File: src/rtl/addsub_seq.sv
// Multi-cycle add/subtract unit: CHUNK bits per clock through a carry-chained slice adder,
// valid/ready on both sides, WIDTH+1-bit exact result plus ovf/zero/neg flags.
module addsub_seq #(
   parameter int WIDTH = 8,
   parameter int CHUNK = 2
) (
   input  logic             clk,
   input  logic             rst_n,
   input  logic             in_valid,
   output logic             in_ready,
   input  logic [WIDTH-1:0] a,
   input  logic [WIDTH-1:0] b,
   input  logic             op_sub,
   input  logic             op_signed,
   output logic             out_valid,
   input  logic             out_ready,
   output logic [WIDTH:0]   result,
   output logic             ovf,
   output logic             zero,
   output logic             neg
);

   localparam int NCHUNK = WIDTH / CHUNK;
   localparam int CW     = $clog2(NCHUNK + 1);

   typedef enum logic [1:0] {IDLE, CALC, DONE} state_t;

   state_t           state_q, state_d;
   logic [WIDTH-1:0] a_q, a_d, b_q, b_d, sum_q, sum_d;
   logic             carry_q, carry_d;
   logic             ext_a_q, ext_a_d, ext_b_q, ext_b_d;
   logic             sgn_q, sgn_d, add_u_q, add_u_d;
   logic [CW-1:0]    cnt_q, cnt_d;
   logic [WIDTH:0]   result_q, result_d;
   logic             ovf_q, ovf_d, zero_q, zero_d, neg_q, neg_d;
   logic             in_ready_q, in_ready_d, out_valid_q, out_valid_d;

   logic [CHUNK:0]   slice;
   logic [WIDTH-1:0] sum_shift;
   logic             msb;

   // Slice sum enters at the top of the sum register, so after NCHUNK steps it sits aligned.
   assign slice = {1'b0, a_q[CHUNK-1:0]} + {1'b0, b_q[CHUNK-1:0]} + {{CHUNK{1'b0}}, carry_q};

   generate
      if (CHUNK == WIDTH) begin : g_one_slice
         assign sum_shift = slice[CHUNK-1:0];
      end else begin : g_multi_slice
         assign sum_shift = {slice[CHUNK-1:0], sum_q[WIDTH-1:CHUNK]};
      end
   endgenerate

   // Bit WIDTH of the (WIDTH+1)-bit sum of the extended operands.
   assign msb = ext_a_q ^ ext_b_q ^ carry_q;

   always_comb begin
      // NOTE: every _d gets its hold value first, so no path can leave it unassigned (no latches).
      state_d     = state_q;
      a_d         = a_q;
      b_d         = b_q;
      sum_d       = sum_q;
      carry_d     = carry_q;
      ext_a_d     = ext_a_q;
      ext_b_d     = ext_b_q;
      sgn_d       = sgn_q;
      add_u_d     = add_u_q;
      cnt_d       = cnt_q;
      result_d    = result_q;
      ovf_d       = ovf_q;
      zero_d      = zero_q;
      neg_d       = neg_q;
      in_ready_d  = in_ready_q;
      out_valid_d = out_valid_q;

      case (state_q)
         IDLE: begin
            in_ready_d  = 1'b1;
            out_valid_d = 1'b0;
            if (in_valid && in_ready_q) begin
               a_d        = a;
               b_d        = op_sub ? ~b : b;
               carry_d    = op_sub;
               // Extension bits: sign bits when signed, zero (or ~0 for inverted b) when unsigned.
               ext_a_d    = op_signed & a[WIDTH-1];
               ext_b_d    = op_signed ? (b[WIDTH-1] ^ op_sub) : op_sub;
               sgn_d      = op_signed;
               add_u_d    = ~op_sub & ~op_signed;
               sum_d      = '0;
               cnt_d      = '0;
               in_ready_d = 1'b0;
               state_d    = CALC;
            end
         end
         CALC: begin
            in_ready_d = 1'b0;
            if (cnt_q != CW'(NCHUNK)) begin
               a_d     = a_q >> CHUNK;
               b_d     = b_q >> CHUNK;
               carry_d = slice[CHUNK];
               sum_d   = sum_shift;
               cnt_d   = cnt_q + CW'(1);
            end else begin
               result_d    = {msb, sum_q};
               ovf_d       = sgn_q ? (msb ^ sum_q[WIDTH-1]) : msb;
               zero_d      = (sum_q == '0);
               neg_d       = msb & ~add_u_q;
               out_valid_d = 1'b1;
               state_d     = DONE;
            end
         end
         DONE: begin
            if (out_ready) begin
               out_valid_d = 1'b0;
               in_ready_d  = 1'b1;
               state_d     = IDLE;
            end
         end
         default: begin
            state_d     = IDLE;
            in_ready_d  = 1'b1;
            out_valid_d = 1'b0;
         end
      endcase
   end

   always_ff @(posedge clk) begin
      // NOTE: sequential state uses non-blocking assignments only, so every flop sees pre-edge values.
      if (!rst_n) begin
         state_q     <= IDLE;
         a_q         <= '0;
         b_q         <= '0;
         sum_q       <= '0;
         carry_q     <= 1'b0;
         ext_a_q     <= 1'b0;
         ext_b_q     <= 1'b0;
         sgn_q       <= 1'b0;
         add_u_q     <= 1'b0;
         cnt_q       <= '0;
         result_q    <= '0;
         ovf_q       <= 1'b0;
         zero_q      <= 1'b0;
         neg_q       <= 1'b0;
         in_ready_q  <= 1'b1;
         out_valid_q <= 1'b0;
      end else begin
         state_q     <= state_d;
         a_q         <= a_d;
         b_q         <= b_d;
         sum_q       <= sum_d;
         carry_q     <= carry_d;
         ext_a_q     <= ext_a_d;
         ext_b_q     <= ext_b_d;
         sgn_q       <= sgn_d;
         add_u_q     <= add_u_d;
         cnt_q       <= cnt_d;
         result_q    <= result_d;
         ovf_q       <= ovf_d;
         zero_q      <= zero_d;
         neg_q       <= neg_d;
         in_ready_q  <= in_ready_d;
         out_valid_q <= out_valid_d;
      end
   end

   assign in_ready  = in_ready_q;
   assign out_valid = out_valid_q;
   assign result    = result_q;
   assign ovf       = ovf_q;
   assign zero      = zero_q;
   assign neg       = neg_q;

endmodule

File: config.mk
export PLATFORM = sky130hd
export DESIGN_NAME = addsub_seq
export DESIGN_NICKNAME = d
export VERILOG_FILES = /design/src/rtl/addsub_seq.sv
export SDC_FILE = /design/constraint.sdc
export NUM_CORES = 1
export LEC_CHECK = 0
export ABC_AREA = 0
export BUFFER_PORTS_ARGS = -buffer_cell sky130_fd_sc_hd__buf_2
export CORE_MARGIN = 1.5
export CORE_UTILIZATION = 30
export CTS_CLUSTER_DIAMETER = 100
export DETAILED_ROUTE_END_ITERATION = 12
export HOLD_SLACK_MARGIN = 0.1
export PLACE_DENSITY = 0.52
export SYNTH_ARGS = -nofsm -noshare
export SYNTH_HDL_FRONTEND = slang
export SYNTH_SLANG_ARGS = --single-unit
File: constraint.sdc
create_clock -name clk -period 2.1 [get_ports clk]
set_input_delay 0.105 -clock clk [delete_from_list [all_inputs] [get_ports clk]]
set_output_delay 0.105 -clock clk [all_outputs]
set_load 0.03 [all_outputs]
* Word level (Yosys, flattened, before mapping) *
Cells that the tools add are included.

cells by class
  add/subtract/negate cells = 3
  eq/ne operators = 7
  multiplexer cells = 28
  bitwise operators = 12
  reduce and logical (&&, ||, !) cells = 9

operator list
  operator                                       number
  2-to-1 mux 8 bit                               7
  one-hot mux 8 bit (2 select lines)             3
  logical NOT 8 bit                              1
  2-to-1 mux 1 bit                               8
  inequality test 2 bit, second input constant   4
  NOT 8 bit                                      1
  2-to-1 mux 2 bit                               3
  2-to-1 mux 3 bit                               2
  one-hot mux 2 bit (3 select lines)             1
  one-hot mux 3 bit (2 select lines)             1
  AND reduction 2 bit                            3
  AND reduction 3 bit                            2
  NOT 1 bit                                      4
  one-hot mux 1 bit (2 select lines)             2
  XOR 1 bit                                      4
  adder 2 x 2 -> 3 bit                           1
  adder 3 x 1 -> 3 bit                           1
  adder 3 x 1 -> 3 bit, second input constant    1
  bitwise AND 1 bit                              3
  inequality test 3 bit, second input constant   1
  one-hot mux 1 bit (3 select lines)             1
  == test 2 x 1 -> 1 bit, second input constant  1
  == test 2 bit, second input constant           1
  logical NOT 2 bit                              1
  2 further kinds                                2

word-level totals
  flip-flop bits (word level) = 48
  input bits = 22
  output and inout port bits = 14
  logic and storage cells = 75

* Longest topological paths before layout *
Gate-level depths: netlist (run 1).

  depth in word-level cells = 4
  depth in mapped cells = 7
  gate-level depth less buffers = 6

* Least setup slack after synthesis (run 1) *
OpenSTA, ideal clock, no wires.

  path type = register -> register
  start point = register in_ready_q, in the netlist in_ready
  end point = register cnt_q[1]
  setup time = 118 ps
  arrival time = 1409 ps
  required time = 1982 ps
  path slack = 573 ps
  stages on the path, launching flop included = 6
  buffers on the path = 1
  clock period less this slack = 1527 ps
  cells stage by stage = dfxtp_1 > a21oi_2 > a311o_1 > buf_2 > a22oi_1 > nor2b_1

on the way
  longest elaborated chain between the ends = 3

RTL lines
  element                                 RTL line  source
  start, declared                         36        logic in_ready_q, in_ready_d, out_valid_q, out_valid_d;
  start signal, assigned                  160       in_ready_q <= in_ready_d;
  logical AND 1 bit                       79        if (in_valid && in_ready_q) begin
  inequality test 2 bit (no source line)  n/a
  AND reduction 3 bit (no source line)    n/a
  end signal, assigned                    155       cnt_q <= cnt_d;
  end, declared                           33        logic [CW-1:0] cnt_q, cnt_d;

Every way passes these cells.
A chain may end at the register's enable or synchronous reset.

* Final worst setup path (run 1) *
  start point = register state_q[0]
  end point = register ext_a_q

on the way
  longest elaborated chain between the ends = 2

RTL lines
  element                               RTL line  source
  start, declared                       28        state_t state_q, state_d;
  start signal, assigned                146       state_q <= state_d;
  logical NOT 2 bit                     75        case (state_q)
  AND reduction 2 bit (no source line)  n/a
  end signal, assigned                  151       ext_a_q <= ext_a_d;
  end, declared                         31        logic ext_a_q, ext_a_d, ext_b_q, ext_b_d;

Every way passes these cells.

==> metrics.md, run 1 <==
| Metric | Value |
|---|---|
| Status | completed |
| Number of setup buffers added after CTS | 0 |
| Hold WC Path Type | in -> reg |
| Slowest cell on crit path | nor3_2 |
| GP Congestion | 0.708 |
| Slew Viols, Final | 0 |
| Clk sink count | 48 |
| Clk_skew | 3.01 ps |
| FF+latch count, synth | 48 |
| Max-Cap Viols | 0 |
| DIE HEIGHT | 88.6 µm |
| Worst-path clk slew | 90 ps |
| Final standard cell area without fillers | 0.00266 mm² |
| Top delay family on crit path | simple AND/OR/NAND/NOR gates |
| Initial antenna violation count | 0 |
| Row cnt | 31 |
| Initial Utilization | 0.307 |
| DP HPWL | 3120 µm |
| Peak supply drop | 492 µV |
| Tmin final | 1980 ps |
| CTS tree | yes |
| H-Tree Depth | 2 |
| Final core occ | 0.370 |
| Setup CP Type | reg -> reg |
| Total Routing Usage GR | 0.128 |
| Gr ovfl total | 0 |
| Nets | 290 |
| Cells after Synth | 229 |
| Pwr Total | 2.21 mW |
| First-pass GRT wire length | 7660 µm |
| Seq/Total Area, Yosys | 0.437 |
| Crit path max fanout | 8 |
| Post-synthesis cell type count | 37 |
| Fillers | 743 |
| CORE AREA | 0.00718 mm² |
| Crit path required time | 2330 ps |
| Skew-Pair Late Insertion Delay | 300 ps |
| Cell Chain, Critical Path | nor3_2, nand3_1, dlygate4sd3_1, a21boi_1 |
| Ys Warns | 0 |
| Drt pass-1 iters | 4 |
| TNS Setup | 0 ps |
| CTS buffer count | 5 |
| Total wire length | 4640 µm |
| Worst path arrival time | 2220 ps |
| WL/cell | 12.7 µm |
| Achievable Freq | 505 MHz |
| Hold depth | 4 |
| Die ar. | 0.00785 mm² |
| Vias | 1668 |
| Detail-routed via count per cell | 4.58 |
| IO Count | 36 |
| # diodes | 0 |
| Leakage | 1.13 nW |
| Synth-to-Final Area Change | 20.8% |
| Tcrit/Tclk final | 0.944 |
| Placed Instances | 352 |
| DIE WIDTH | 88.6 µm |
| Slew Limit Headroom | 0.523 |
| # port buffers | 35 |
| WP depth | 4 |
| Vias in the first global route | 1609 |
| Pwr/cell area | 830 mW/mm² |
| # DRC | 0 |
| Slew @ Worst Pin | 715 ps |
| Crit path buf inv count | 1 |
| CTS root buffer | clkbuf_8 |
| Setup Viol. Count Final | 0 |
| RSZ-0062 raised after global routing | no |
| Final hold viol count | 0 |
| CP Capture Type | flip-flop |
| ANT nets after route | 0 |
| CP startpoint kind | flip-flop |
| PnR worst setup slack | 118 ps |
| R2R cell count | 4 |
| Synth Cell Area | 0.00220 mm² |
| Largest net degree at the start of global routing | 50 |
| Fin cells | 364 |
| Post-Syn Nets | 255 |
| Clock buffer depth | 2 |
| Share of cells above drive strength 1 | 0.234 |
| Place WS | 411 ps |
| Starting DRT DRC Count | 62 |
| Avg Synthesized Cell Area | 9.61 µm² |
| DP Area | 0.00246 mm² |
| Hold slack | 153 ps |
| FF-to-FF setup slack | 120 ps |
| CP max stage delay | 620 ps |
## routing by layer
layer,wire length [µm],global-route usage,vias to the layer above
li1,-,-,860
met1,2300,0.169,765
met2,2090,0.205,36
met3,200,0.0308,7
met4,50,0.0426,0
met5,0,0,-
## area by class of cell
cell class,instances,area (µm²),area share
Tap cell,99,124,0.0466
Clock inverter,3,90.1,0.0339
Multi-Input combinational cell,163,1140,0.429
Inverter,2,7.51,0.00283
Clock buffer,5,68.8,0.0259
Sequential cell,48,961,0.362
Timing Repair Buffer,44,265,0.0999
## cell families (layout without fill, tap and decap cells)
| logic type | count (synthesis) | after routing | synth area share |
|---|---|---|---|
| AND/OR/NAND/NOR | 81 | 81 | 0.174 |
| AO/OA/AOI/OAI | 58 | 58 | 0.230 |
| flip-flops | 48 | 48 | 0.437 |
| buffers and inverters | 18 | 54 | 0.0449 |
| XOR/XNOR | 12 | 12 | 0.0478 |
| multiplexers | 8 | 8 | 0.0364 |
| adder cells (fa/ha/maj) | 4 | 4 | 0.0296 |
## where the power goes
group	total, mW	switching [mW]	internal (mW)
clock	0.914	0.319	0.595
combinational	0.297	0.161	0.136
sequential	0.994	0.0380	0.956
total	2.21	0.518	1.69
## cells in the mapped netlist, drive strengths merged
cell,count,area share
a311o,1,0.0046
o211ai,6,0.030
nand3,3,0.0068
nor3,2,0.0068
o22ai,1,0.0028
fa,2,0.018
a22oi,14,0.048
o211a,9,0.041
inv,2,0.0034
nor2b,16,0.046
a31o,1,0.0040
a21oi,5,0.015
nand2,50,0.085
xnor2,8,0.032
clkbuf,5,0.0085
nand2b,1,0.0040
nor2,4,0.0080
xor2,4,0.016
a21boi,19,0.072
ha,2,0.011
nand4bb,1,0.0051
o21ai,1,0.0023
a311oi,1,0.012
and3,1,0.0028
mux2i,8,0.036
dfxtp,48,0.44
buf,11,0.033
nand4b,1,0.0040
nor4,2,0.0057
## tightest hold or removal path, cell delays in order
cell	delay (ps)
buf_2	80
mux2i_1	50
nand2_1	60
o211a_1	130
## placed cells by master, fill, tap and decap left out, types with 2 or more instances in the layout
cell type | synthesis | layout
inv_1 | 2 | 2
a22oi_1 | 14 | 14
a21oi_2 | 2 | 2
a21oi_1 | 3 | 3
clkbuf_8 | 0 | 5
bufinv_16 | 0 | 3
mux2i_1 | 8 | 8
nand2_1 | 50 | 50
a21boi_1 | 12 | 12
o211a_1 | 9 | 9
nand3_1 | 3 | 3
xnor2_1 | 8 | 8
a21boi_0 | 3 | 3
buf_4 | 2 | 4
dlygate4sd3_1 | 0 | 4
o211ai_2 | 4 | 4
nor4_1 | 2 | 2
fa_1 | 2 | 2
buf_2 | 7 | 35
xor2_1 | 4 | 4
nor2_1 | 3 | 3
dfxtp_1 | 48 | 48
a21boi_2 | 4 | 4
nor2b_1 | 16 | 16
o211ai_1 | 2 | 2
ha_1 | 2 | 2
## flip-flops by register name, indices dropped and copies added (netlist names), 2 cells and up
register  flops
sum_q         8
state_q       2
b_q           8
a_q           8
result        9
cnt_q         3
## worst paths after layout
| kind | from | endpoint |
|---|---|---|
| max | state_q[0] | ext_a_q |
| min | a[4] | a_q[4] |
| max reg2reg | state_q[0] | ext_a_q |
| min reg2reg | result[5] | result[5] |
## repair_timing
item	in CTS	in global routing
endpoints found under the hold margin	4	0
hold buffers	4	0
gates resized for setup	0	0
(Power assumes the default switching activity.)
==> inputs of run 2 (changes only) <==
CORE_UTILIZATION = 28   (was 30)
PLACE_DENSITY = 0.49   (was 0.52)
==> run 2 against run 1 <==
Via count is 0.96% lower. Hold slack improved by 9.3 ps. Power decreased by 18%. Critical path type unchanged. Largest cell class unchanged. Largest power group unchanged.
==> metrics.md, run 2 (synthesis results as in run 1) <==
| Metric | Value |
|---|---|
| Hold depth | 4 (unchanged) |
| CP max stage delay | 590 ps (was 620 ps) |
| Drt pass-1 iters | 4 (unchanged) |
| ANT nets after route | 0 (unchanged) |
| DIE WIDTH | 91.6 µm (was 88.6 µm) |
| Crit path buf inv count | 1 (unchanged) |
| Worst r2r src | state_q[0] (unchanged) |
| Initial Utilization | 0.288 (was 0.307) |
| Worst hold endpoint | a_q[4] (unchanged) |
| CTS root buffer | clkbuf_8 (unchanged) |
| Total Routing Usage GR | 0.119 (was 0.128) |
| Max-Cap Viols | 0 (unchanged) |
| Slew Limit Headroom | 0.560 (was 0.523) |
| Skew-Pair Late Insertion Delay | 290 ps (was 300 ps) |
| Largest net degree at the start of global routing | 26 (was 50) |
| # port buffers | 35 (unchanged) |
| Worst path arrival time | 2150 ps (was 2220 ps) |
| Leakage | 1.10 nW (was 1.13 nW) |
| FF+latch area | 961 µm² (unchanged) |
| Crit path max fanout | 8 (unchanged) |
| FF-to-FF setup slack | 180 ps (was 120 ps) |
| Peak supply drop | 237 µV (was 492 µV) |
| Status | completed (unchanged) |
| Clock power frac | 0.287 (was 0.414) |
| Reg2reg end | ext_a_q (unchanged) |
| DP Area | 0.00247 mm² (was 0.00246 mm²) |
| Final hold viol count | 0 (unchanged) |
| Hold WC Path Type | in -> reg (unchanged) |
| Achievable Freq | 521 MHz (was 505 MHz) |
| Nets | 291 (was 290) |
| Reg power frac | 0.549 (was 0.451) |
| Sw power | 0.486 mW (was 0.518 mW) |
| Setup CP Type | reg -> reg (unchanged) |
| First-pass GRT wire length | 7960 µm (was 7660 µm) |
| Tcrit/Tclk final | 0.914 (was 0.944) |
| Final standard cell area without fillers | 0.00259 mm² (was 0.00266 mm²) |
| Initial antenna violation count | 0 (unchanged) |
| Total wire length | 4540 µm (was 4640 µm) |
| Vias in the first global route | 1638 (was 1609) |
| Fillers | 795 (was 743) |
| Setup Viol. Count Final | 0 (unchanged) |
| Share of cells above drive strength 1 | 0.230 (was 0.234) |
| Sw Ratio | 0.268 (was 0.235) |
| IO Count | 36 (unchanged) |
| Row cnt | 32 (was 31) |
| WP depth | 4 (unchanged) |
| RSZ-0062 raised after global routing | no (unchanged) |
| Top delay family on crit path | simple AND/OR/NAND/NOR gates (unchanged) |
| # diodes | 0 (unchanged) |
| Clock buffer depth | 2 (unchanged) |
| Vias | 1652 (was 1668) |
| CP startpoint kind | flip-flop (unchanged) |
| CTS tree | yes (unchanged) |
| Tmin final | 1920 ps (was 1980 ps) |
| Synth-to-Final Area Change | 17.6% (was 20.8%) |
| Detail-routed via count per cell | 4.50 (was 4.58) |
| WL/cell | 12.4 µm (was 12.7 µm) |
| Slew Viols, Final | 0 (unchanged) |
| R2R cell count | 4 (unchanged) |
| Clk_skew | 5.08 ps (was 3.01 ps) |
| DP HPWL | 3200 µm (was 3120 µm) |
| CTS buffer count | 5 (unchanged) |
| Starting DRT DRC Count | 55 (was 62) |
| Gr ovfl total | 0 (unchanged) |
| Crit path required time | 2330 ps (about the same) |
| H-Tree Depth | 2 (unchanged) |
| Largest register FFs | 9 (unchanged) |
| Clk sink count | 48 (unchanged) |
| Pwr/cell area | 699 mW/mm² (was 830 mW/mm²) |
| Die ar. | 0.00840 mm² (was 0.00785 mm²) |
| GP Congestion | 0.683 (was 0.708) |
| Multi-input logic area | 0.00114 mm² (unchanged) |
| Slew @ Worst Pin | 657 ps (was 715 ps) |
| Hold path startpoint | a[4] (unchanged) |
| TNS Setup | 0 ps (unchanged) |
| CORE AREA | 0.00765 mm² (was 0.00718 mm²) |
| Most common cell after layout, fill and taps aside | nand2_1 (unchanged) |
| Worst-path clk slew | 80 ps (was 90 ps) |
| # DRC | 0 (unchanged) |
| CP Capture Type | flip-flop (unchanged) |
| DIE HEIGHT | 91.6 µm (was 88.6 µm) |
| Slowest cell on crit path | nor3_2 (unchanged) |
| Most frequent cells in the layout | nand2_1, dfxtp_1, buf_2 (unchanged) |
| Combinational fraction of design power | 0.164 (was 0.135) |
| Cell Chain, Critical Path | nor3_2, nand3_1, dlygate4sd3_1, a21boi_1 (unchanged) |
| Internal Pwr Total | 1.32 mW (was 1.69 mW) |
run 2: power groups by stage:
| stage | combinational (mW) | sequential, mW | clock [mW] |
|---|---|---|---|
| after CTS | 0.302 | 0.994 | 0.557 |
| after floorplan | 0.225 | 1.01 | 0 |
| final | 0.297 | 0.993 | 0.518 |
| after detailed placement | 0.295 | 1.02 | 0 |
| after global routing | 0.332 | 1.00 | 0.593 |
| after global placement | 0.293 | 1.02 | 0 |
run 2: worst max path at each step:
stage / to / start
after global routing: ext_a_q / state_q[0]
after detailed placement: b_q[0] / cnt_q[0]
after CTS: ext_a_q / state_q[0]
final: ext_a_q / state_q[0]
after global placement: carry_q / cnt_q[0]
after floorplan: cnt_q[1] / in_ready
run 2: stage by stage:
step                      setup slack, ps  std cells  utilization  power [mW]  hold WS [ps]
after global routing                 38.0        367        0.338        1.93           170
final                                 180        367        0.338        1.81           162
after global placement                437        356        0.323        1.31           392
after floorplan                       573        229            -        1.23           250
after detailed placement              431        356        0.323        1.31           398
after CTS                             151        367        0.338        1.85           149
run 2: worst register-to-register path: cells and delay by family, from the launching register on:
family,cells,cell delay [ps]
buf+inv,1,580
compound gates,1,130
flops,1,420
simple gates,2,730
run 2: per-layer routing:
| metal | vias to the layer above | routed length [µm] | GRT usage |
|---|---|---|---|
| met4 | 0 | 52 | 0.0391 |
| li1 | 864 | - | - |
| met3 | 5 | 147 | 0.0290 |
| met2 | 27 | 2180 | 0.193 |
| met5 | - | 0 | 0 |
| met1 | 756 | 2160 | 0.154 |
run 2: area by class of cell:
| class | instances | area share |
|---|---|---|
| sequential | 48 | 0.372 |
| clock inverter | 1 | 0.00194 |
| clock buffer | 6 | 0.0281 |
| multi-input combinational | 163 | 0.441 |
| inverter | 2 | 0.00290 |
| tap | 102 | 0.0493 |
| timing repair buffer | 45 | 0.105 |
run 2: repair_timing:
item	CTS	global route
gates resized for setup	0	0
hold buffers	4	0
buffers inserted	0	0
endpoints found under the hold margin	4	0
==> inputs of run 3 (changes only) <==
CAP_MARGIN = 20   (was unset)
CTS_BUF_LIST = sky130_fd_sc_hd__clkbuf_16   (was unset)
==> run 3 against run 2 <==
Routed wire length grew 1.2%. Sequential power is essentially flat. Core utilization grew 0.34 points. Maximum frequency grew 13%. Hold slack lost 59 ps. Clock power grew 45%. Non-clock buffer count shrank 3. Die area is the same. First-iteration DRC count grew 35%. Register-to-register slack gained 220 ps. Flip-flop and latch count is the same. Critical path type unchanged. Largest cell class unchanged. Largest power group unchanged. Highest routed layer unchanged.
==> metrics.md, run 3 (synthesis results as in run 1) <==
| Metric | Value |
|---|---|
| Status | completed (unchanged) |
| Crit path max fanout | 17 (was 8) |
| Clock buffer depth | 2 (unchanged) |
| Hold path startpoint | a[6] (was a[4]) |
| Slew @ Worst Pin | 666 ps (was 657 ps) |
| Total Routing Usage GR | 0.120 (was 0.119) |
| Hold depth | 3 (was 4) |
| Tcrit/Tclk final | 0.808 (was 0.914) |
| DIE HEIGHT | 91.6 µm (unchanged) |
| FF-to-FF setup slack | 400 ps (was 180 ps) |
| Fillers | 789 (was 795) |
| Max layer used | met4 (unchanged) |
| Clk sink count | 48 (unchanged) |
| Final standard cell area without fillers | 0.00261 mm² (was 0.00259 mm²) |
| TNS Setup | 0 ps (unchanged) |
| Pwr/cell area | 781 mW/mm² (was 699 mW/mm²) |
| Final hold viol count | 0 (unchanged) |
| Initial Utilization | 0.288 (unchanged) |
| # diodes | 0 (unchanged) |
| Slew Limit Headroom | 0.554 (was 0.560) |
| CTS tree | yes (unchanged) |
| First-pass GRT wire length | 7970 µm (was 7960 µm) |
| Slew Viols, Final | 0 (unchanged) |
| Worst r2r src | cnt_q[0] (was state_q[0]) |
| Crit path required time | 2320 ps (was 2330 ps) |
| ANT nets after route | 0 (unchanged) |
| WL/cell | 12.6 µm (was 12.4 µm) |
| Starting DRT DRC Count | 74 (was 55) |
| # port buffers | 35 (unchanged) |
| Gr ovfl total | 0 (unchanged) |
| CTS buffer count | 5 (unchanged) |
| Post-CTS sizing | 0 (unchanged) |
| CP Capture Type | flip-flop (unchanged) |
| Initial antenna violation count | 0 (unchanged) |
| Tmin final | 1700 ps (was 1920 ps) |
| Place WS | 431 ps (unchanged) |
| Row cnt | 32 (unchanged) |
| Setup CP Type | reg -> reg (unchanged) |
| GP Congestion | 0.683 (unchanged) |
| Share of cells above drive strength 1 | 0.233 (was 0.230) |
| Routed wl met2 | 2180 µm (about the same) |
| Clk_skew | 4.75 ps (was 5.08 ps) |
| PnR worst setup slack | 404 ps (was 180 ps) |
| CTS root buffer | clkbuf_16 (was clkbuf_8) |
| Nets | 288 (was 291) |
| Total wire length | 4600 µm (was 4540 µm) |
| Detail-routed via count per cell | 4.54 (was 4.50) |
| Largest register FFs | 9 (unchanged) |
| DP HPWL | 3200 µm (unchanged) |
| Synth-to-Final Area Change | 18.8% (was 17.6%) |
| Reg2reg end | b_q[0] (was ext_a_q) |
| DIE WIDTH | 91.6 µm (unchanged) |
| Worst hold endpoint | a_q[6] (was a_q[4]) |
| Vias in the first global route | 1632 (was 1638) |
| # DRC | 0 (unchanged) |
| Worst path arrival time | 1910 ps (was 2150 ps) |
| Peak supply drop | 287 µV (was 237 µV) |
| Hold_buf cts | 1 (was 4) |
| Metal-1 WL | 2180 µm (was 2160 µm) |
| Achievable Freq | 590 MHz (was 521 MHz) |
| H-Tree Depth | 2 (unchanged) |
| Number of setup buffers added after CTS | 0 (unchanged) |
| Most frequent cells in the layout | nand2_1, dfxtp_1, buf_2 (unchanged) |
| Most common cell after layout, fill and taps aside | nand2_1 (unchanged) |
| Drt pass-1 iters | 4 (unchanged) |
| Worst-path clk slew | 60 ps (was 80 ps) |
| Hold WC Path Type | in -> reg (unchanged) |
| DP Area | 0.00247 mm² (unchanged) |
| Leakage | 1.12 nW (was 1.10 nW) |
| Met3 WL | 150 µm (was 147 µm) |
| Max-Cap Viols | 0 (unchanged) |
| Vias | 1653 (was 1652) |
| CP startpoint kind | flip-flop (unchanged) |
| RSZ-0062 raised after global routing | no (unchanged) |
| CORE AREA | 0.00765 mm² (unchanged) |
| Largest net degree at the start of global routing | 26 (unchanged) |
| R2R cell count | 6 (was 4) |
| Die ar. | 0.00840 mm² (unchanged) |
| Setup Viol. Count Final | 0 (unchanged) |
| Skew-Pair Late Insertion Delay | 290 ps (about the same) |
| IO Count | 36 (unchanged) |
==> run 3: changes by cell type in the layout (fill, tap and decap cells not counted), sizes merged <==
cell	previous run	this run
inv	2	3
clkbuf	6	5
dlygate4sd3	4	1
==> run 3: metal layers <==
metal  GRT usage  vias up
li1            -      857
met1       0.156      760
met2       0.191       28
met3      0.0290        8
met4      0.0469        0
met5           0        -
==> run 3: cell type report <==
class                   count  area, µm²  area share
multi-input cells         163       1140       0.436
flip-flops and latches     48        961       0.368
repair buffers             42        243      0.0929
well taps                 102        128      0.0489
clock buffers               5        125      0.0479
clock inverters             2       8.76     0.00335
inverters                   2       7.51     0.00287
==> run 3: critical path, cell delays in order (launching register included) <==
cell and delay [ps]:
dfxtp_1 330, inv_1 70, ha_1 290, a311oi_4 500, buf_12 210, o211ai_1 90, a21boi_1 140
==> run 3: where the power goes <==
part	internal, mW	leakage [nW]	switching [mW]
clock network	0.428	0.0709	0.324
logic	0.137	0.658	0.157
registers	0.957	0.391	0.0375
==> run 3: worst max-delay path by stage <==
stage	depth (start not counted)	slack, ps	startpoint	to
2_1_floorplan	5	570	in_ready	cnt_q[1]
3_3_place_gp	6	440	cnt_q[0]	carry_q
3_5_place_dp	6	430	cnt_q[0]	b_q[0]
4_1_cts	6	400	cnt_q[1]	b_q[0]
5_1_grt	6	280	cnt_q[0]	ovf
6_report	6	400	cnt_q[0]	b_q[0]
==> run 3: stage by stage <==
stage	instances	total power [mW]	hold WS (ps)	utilization
6_report	364	2.04	104	0.342
3_5_place_dp	356	1.31	398	0.323
2_1_floorplan	229	1.23	250	-
5_1_grt	364	2.15	130	0.342
4_1_cts	364	2.08	101	0.342
3_3_place_gp	356	1.31	392	0.323
